[config.mk]
export PLATFORM = sky130hd
export DESIGN_NAME = matrix_result_streamer
export DESIGN_NICKNAME = d
export VERILOG_FILES = /design/src/rtl/matrix_pkg.sv /design/src/rtl/matrix_result_streamer.sv
export SDC_FILE = /design/constraint.sdc
export NUM_CORES = 1
export LEC_CHECK = 0
export CAP_MARGIN = 10
export CELL_PAD_IN_SITES_DETAIL_PLACEMENT = 0
export CELL_PAD_IN_SITES_GLOBAL_PLACEMENT = 1
export CORE_MARGIN = 1
export CORE_UTILIZATION = 35
export DETAILED_ROUTE_END_ITERATION = 7
export HOLD_SLACK_MARGIN = 0.06
export PLACE_DENSITY_LB_ADDON = 0.1
export SLEW_MARGIN = 10
export SYNTH_ARGS = -nofsm -noshare
export SYNTH_HDL_FRONTEND = slang
export SYNTH_SLANG_ARGS = --single-unit
[constraint.sdc]
create_clock -name clk -period 1.6 [get_ports clk]
set_input_delay 0.32 -clock clk [delete_from_list [all_inputs] [get_ports clk]]
set_output_delay 0.32 -clock clk [all_outputs]
set_load 0.05 [all_outputs]
[src/rtl/matrix_pkg.sv]
// Shared types and constants for the matrix result path.
package matrix_pkg;

  typedef enum logic [3:0] {
    StIdle,
    StHdr,
    StLenHi,
    StLenLo,
    StRdReq,
    StRdWait,
    StDataHi,
    StDataLo,
    StCsum,
    StDone
  } streamer_state_t;

  localparam logic [7:0]  SYNC_BYTE_DEFAULT = 8'hA5;
  localparam int unsigned BYTES_PER_WORD    = 2;

endpackage

[src/rtl/matrix_result_streamer.sv]
// Streams result words from BRAM to the UART as a framed byte stream:
// sync byte, 16-bit word count, words MSB-first, XOR checksum.
module matrix_result_streamer
  import matrix_pkg::*;
#(
  parameter int unsigned DATA_WIDTH = 16,
  parameter int unsigned ADDR_WIDTH = 10,
  parameter logic [7:0]  SYNC_BYTE  = SYNC_BYTE_DEFAULT
) (
  input  logic                  clk,
  input  logic                  rst,
  input  logic                  start,
  input  logic [ADDR_WIDTH-1:0] base_addr,
  input  logic [ADDR_WIDTH:0]   count,
  output logic                  busy,
  output logic                  done,
  output logic [ADDR_WIDTH-1:0] mem_addr,
  output logic                  mem_read_en,
  input  logic [DATA_WIDTH-1:0] mem_data,
  output logic [7:0]            tx_data,
  output logic                  tx_valid,
  input  logic                  tx_ready
);

  localparam int unsigned CntW = ADDR_WIDTH + 1;
  localparam logic [CntW-1:0]       MaxCount = {1'b1, {ADDR_WIDTH{1'b0}}};
  localparam logic [CntW-1:0]       CntOne   = {{ADDR_WIDTH{1'b0}}, 1'b1};
  localparam logic [ADDR_WIDTH-1:0] AddrOne  = {{(ADDR_WIDTH-1){1'b0}}, 1'b1};

  streamer_state_t r_state;
  logic [CntW-1:0] r_remain;
  logic [7:0]      r_word_lo;
  logic [7:0]      r_csum;

  logic            w_hs;
  logic [7:0]      w_csum_next;
  logic [15:0]     w_len;
  logic [CntW-1:0] w_count_sat;

  assign w_hs        = tx_valid && tx_ready;
  assign w_csum_next = r_csum ^ tx_data;
  assign w_len       = {{(16-CntW){1'b0}}, r_remain};
  assign w_count_sat = (count > MaxCount) ? MaxCount : count;

  // mem_addr doubles as the address counter; r_remain is also the header length
  // until the first word is sent.
  always_ff @(posedge clk or posedge rst) begin
    if (rst) begin
      r_state     <= StIdle;
      r_remain    <= '0;
      r_word_lo   <= '0;
      r_csum      <= '0;
      busy        <= 1'b0;
      done        <= 1'b0;
      mem_addr    <= '0;
      mem_read_en <= 1'b0;
      tx_data     <= '0;
      tx_valid    <= 1'b0;
    end else begin
      done        <= 1'b0;
      mem_read_en <= 1'b0;
      unique case (r_state)
        StIdle: begin
          if (start) begin
            mem_addr <= base_addr;
            r_remain <= w_count_sat;
            r_csum   <= '0;
            busy     <= 1'b1;
            tx_valid <= 1'b1;
            tx_data  <= SYNC_BYTE;
            r_state  <= StHdr;
          end
        end
        StHdr: begin
          if (w_hs) begin
            tx_data <= w_len[15:8];
            r_state <= StLenHi;
          end
        end
        StLenHi: begin
          if (w_hs) begin
            r_csum  <= w_csum_next;
            tx_data <= w_len[7:0];
            r_state <= StLenLo;
          end
        end
        StLenLo: begin
          if (w_hs) begin
            r_csum <= w_csum_next;
            if (r_remain == '0) begin
              tx_data <= w_csum_next;
              r_state <= StCsum;
            end else begin
              tx_valid    <= 1'b0;
              mem_read_en <= 1'b1;
              r_state     <= StRdReq;
            end
          end
        end
        StRdReq: r_state <= StRdWait;
        StRdWait: begin
          r_word_lo <= mem_data[7:0];
          tx_data   <= mem_data[15:8];
          tx_valid  <= 1'b1;
          r_state   <= StDataHi;
        end
        StDataHi: begin
          if (w_hs) begin
            r_csum  <= w_csum_next;
            tx_data <= r_word_lo;
            r_state <= StDataLo;
          end
        end
        StDataLo: begin
          if (w_hs) begin
            r_csum   <= w_csum_next;
            mem_addr <= mem_addr + AddrOne;
            r_remain <= r_remain - CntOne;
            if (r_remain == CntOne) begin
              tx_data <= w_csum_next;
              r_state <= StCsum;
            end else begin
              tx_valid    <= 1'b0;
              mem_read_en <= 1'b1;
              r_state     <= StRdReq;
            end
          end
        end
        StCsum: begin
          if (w_hs) begin
            tx_valid <= 1'b0;
            busy     <= 1'b0;
            done     <= 1'b1;
            r_state  <= StDone;
          end
        end
        StDone:  r_state <= StIdle;
        default: r_state <= StIdle;
      endcase
    end
  end

endmodule

==> results_dict.tcl <==
set metrics [dict create \
    path_cells "buf_6 -> nor4b_4 -> a41oi_2 -> or2_4 -> clkbuf_16 -> o21ai_1 -> o21ai_1" \
    syn_area_sq_um 3190 \
    post-route-period-util_pct 107 \
    cts_tree "done" \
    numCtsBuffers 5 \
    drtIter0Drc 119 \
    grt_overflow 0 \
    hold_viol_final 0 \
    final_core_util_pct 59.9 \
    yosysWarningCount 0 \
    fmax_mhz 585 \
    synth_xor_xnor_area_share_pct 0.549 \
    diodes 0 \
    core_sq_um 8760 \
    ir_drop_mv 1.30 \
    p_sw_share_pct 43.2 \
    power_density_nw_per_um2 2050 \
    critPathArrivalTime_ns 1.90 \
    pwr-share-clk_pct 9.0 \
    die_height_um 97.5 \
    grt_pass1_wl_um 15700 \
    p_leak_nw 2.25 \
    worst_slack_ns -0.110 \
    synth_edf_count 0 \
    design_power_total_w 0.0108 \
    vias_per_cell 5.26 \
    cp_max_fo 7 \
    placed_cell_area_sq_um 4670 \
    violations "negative setup slack" \
    grt_max_degree 54 \
    synth-compound-area-share_pct 24.3 \
    grt_pass1_vias 3180 \
    routedWlPerCell_um 15.8 \
    outcome "finished with violations" \
    ys_types 61 \
    synthAdderAreaFrac_pct 1.57 \
    vias 3186 \
    syn_to_final_growth_pct 64.5 \
    path_class "reg -> reg" \
    mostFrequentLayoutCells "82 x buf_4, 50 x dfrtp_1, 40 x clkdlybuf4s50_1, 31 x o21ai_1" \
    clock-sinks 53 \
    synth_mux_area_share_pct 5.88 \
    hold_buffers 0 \
    dp_hpwl_um 6600 \
    syn_avg_cell_area_sq_um 8.99 \
    port_buffers 62 \
    drc 0 \
    htreeDepth 2 \
    max_slew.worst_pin.slew_ns 0.376 \
    crit_top_cell "o21ai_1" \
    pwr-share-comb_pct 66.8 \
    power_switching_w 0.00465 \
    async_flop_share_pct 100 \
    fin_skew_ns 0.00752 \
    wirelength_um 9580 \
    hp-class "in -> async" \
    fp.dieW_um 97.5 \
    synth_top_family_by_area "compound AO/OA/AOI/OAI gates" \
    max_stage_delay_ns 0.43 \
    pin_count 63 \
    layout_min_cycle_time_ns 1.71 \
    drv_cap 0 \
    synth_fp_nets 400 \
    firstDrtPassIters 5 \
    crit_path_start_kind "register" \
    root_buffer "clkbuf_8" \
    cts_buffer_depth 2 \
    final-setup-viol-count 40 \
    synth-simple-area-share_pct 20.1 \
    finalMaxSlewViolations 0 \
    initial_core_util_pct 36.4 \
    cp-end-kind "register" \
    ys.flop_type "dfrtp_1" \
    synth_seq_area_share_pct 41.6 \
    nets 542 \
    rsz0062_at_grt "yes" \
    crit_required_ns 1.79 \
    num_rows 34 \
    clk_pin_slew_ns 0.10 \
    fin_area_sq_um 5250 \
    antenna_found_initial 0 \
    critPathSlowestCell "dfrtp_1" \
    synth_cells 355 \
    ant_nets 0 \
    gp_routability_congestion 0.837 \
    die_area_sq_um 9510 \
    power_frac_seq_pct 24.2 \
    holdWs_ns 0.412 \
    intPower_w 0.00611 \
    clock_latency_ns 0.31 \
    preCtsSetupSlack_ns -0.352 \
    grt.total_usage_pct 20.2 \
    layout_commonest_cell "buf_4" \
    synth-seq-cells 53 \
    drive_gt1_share_pct 42.0 \
    slew_headroom_pct 74.9 \
]
-- metal layers --
layer / track usage [%] / vias to the layer above / part of all wire [%]
li1: - / 1577 / -
met1: 27.8 / 1528 / 46
met2: 33.8 / 70 / 49
met3: 2.59 / 11 / 3.2
met4: 4.86 / 0 / 1.4
met5: 0 / - / 0
-- final cells by class --
cell class / count / area [sq um]
clock buffer: 6 / 82.6
clock inverter: 2 / 37.5
multi-input combinational: 268 / 1950
inverter: 11 / 45.0
timing repair buffer: 158 / 1670
tap: 108 / 135
fill: 773 / 3510
sequential: 53 / 1330
-- worst max-delay path: cells and delay by family (launching register included) --
kind	cells	cell delay, ns
DFF	1	0.43
buffers and inverters	2	0.33
and+or+nand+nor	2	0.55
AOI/OAI and AO/OA	3	0.28
-- sequential cells by signal, summed over array words and instances, names as in the netlist --
name / cells
busy: 1
done: 1
mem_addr: 10
mem_read_en: 1
r_csum: 8
r_remain: 11
r_state: 4
r_word_lo: 8
tx_data: 8
tx_valid: 1
-- Yosys cell counts (all sizes together), types with 2 or more instances --
master   instances  area (sq um)
o21ai           55           279
dfrtp           53          1330
nor2            31           116
a21oi           28           140
nand2           26          97.6
buf             21           141
nand2b          15          93.8
inv             11          41.3
mux2            11           128
nand3           10          50.1
and3             6          37.5
mux2i            6          60.1
o22ai            6          37.5
a22oi            5          37.5
a31oi            5          31.3
nor3             5          30.0
a2bb2oi          4          35.0
ha               4          50.1
nor2b            4          25.0
a211oi           3          27.5
a32oi            3          26.3
and2             3          18.8
nor4             3          40.0
o32ai            3          26.3
or2              3          18.8
a41oi            2          17.5
and2b            2          15.0
clkbuf           2          7.51
nor3b            2          15.0
o211ai           2          28.8
o21a             2          15.0
o31ai            2          15.0
or3              2          12.5
or4              2          15.0
-- final timing paths --
path / startpoint / to / slack (ns) / cells after the start
hold reg to reg: r_word_lo[0]$_DFFE_PP0N_ / r_word_lo[0]$_DFFE_PP0N_ / 0.52 / 1
max in group asynchronous: rst / r_state[1]$_DFFE_PP0P_ / 0.91 / 3
setup / recovery: r_state[2]$_DFFE_PP0P_ / mem_addr[2]$_DFFE_PP0P_ / -0.11 / 7
min in group clk: r_word_lo[0]$_DFFE_PP0N_ / r_word_lo[0]$_DFFE_PP0N_ / 0.52 / 1
hold / removal: rst / r_remain[1]$_DFFE_PP0P_ / 0.41 / 3
setup reg to reg: r_state[2]$_DFFE_PP0P_ / mem_addr[2]$_DFFE_PP0P_ / -0.11 / 7
-- stage by stage --
step / TNS (ns) / std cells
after CTS: -1.56 / 602
after detailed placement: -11.57 / 581
after global placement: -11.06 / 581
after floorplan: -0.309 / 355
after global routing: -5.86 / 606
final: -2.13 / 606
-- cell families after synthesis --
group | Yosys count
AO/OA/AOI/OAI | 127
flip-flops | 53
XOR/XNOR | 2
buffers and inverters | 34
multiplexers | 17
adder cells (fa/ha/maj) | 4
AND/OR/NAND/NOR | 118
-- repair_timing --
| action | 4_1_cts | 5_1_grt |
|---|---|---|
| pin swaps | 6 | 19 |
| setup buffers | 12 | 2 |
| endpoints found under the setup margin | 49 | 50 |
| cloned | 1 | 2 |
| resized for setup | 39 | 59 |
-- power groups by stage --
| stage | clock network [W] | registers [W] | logic [W] |
|---|---|---|---|
| after floorplan | 0 | 0.00324 | 0.00274 |
| after global placement | 0 | 0.00256 | 0.00623 |
| after detailed placement | 0 | 0.00257 | 0.00628 |
| after CTS | 0.00101 | 0.00256 | 0.00670 |
| after global routing | 0.00106 | 0.00269 | 0.00776 |
| final | 0.000967 | 0.00260 | 0.00719 |
No activity file was read; power rests on OpenSTA's default activity.
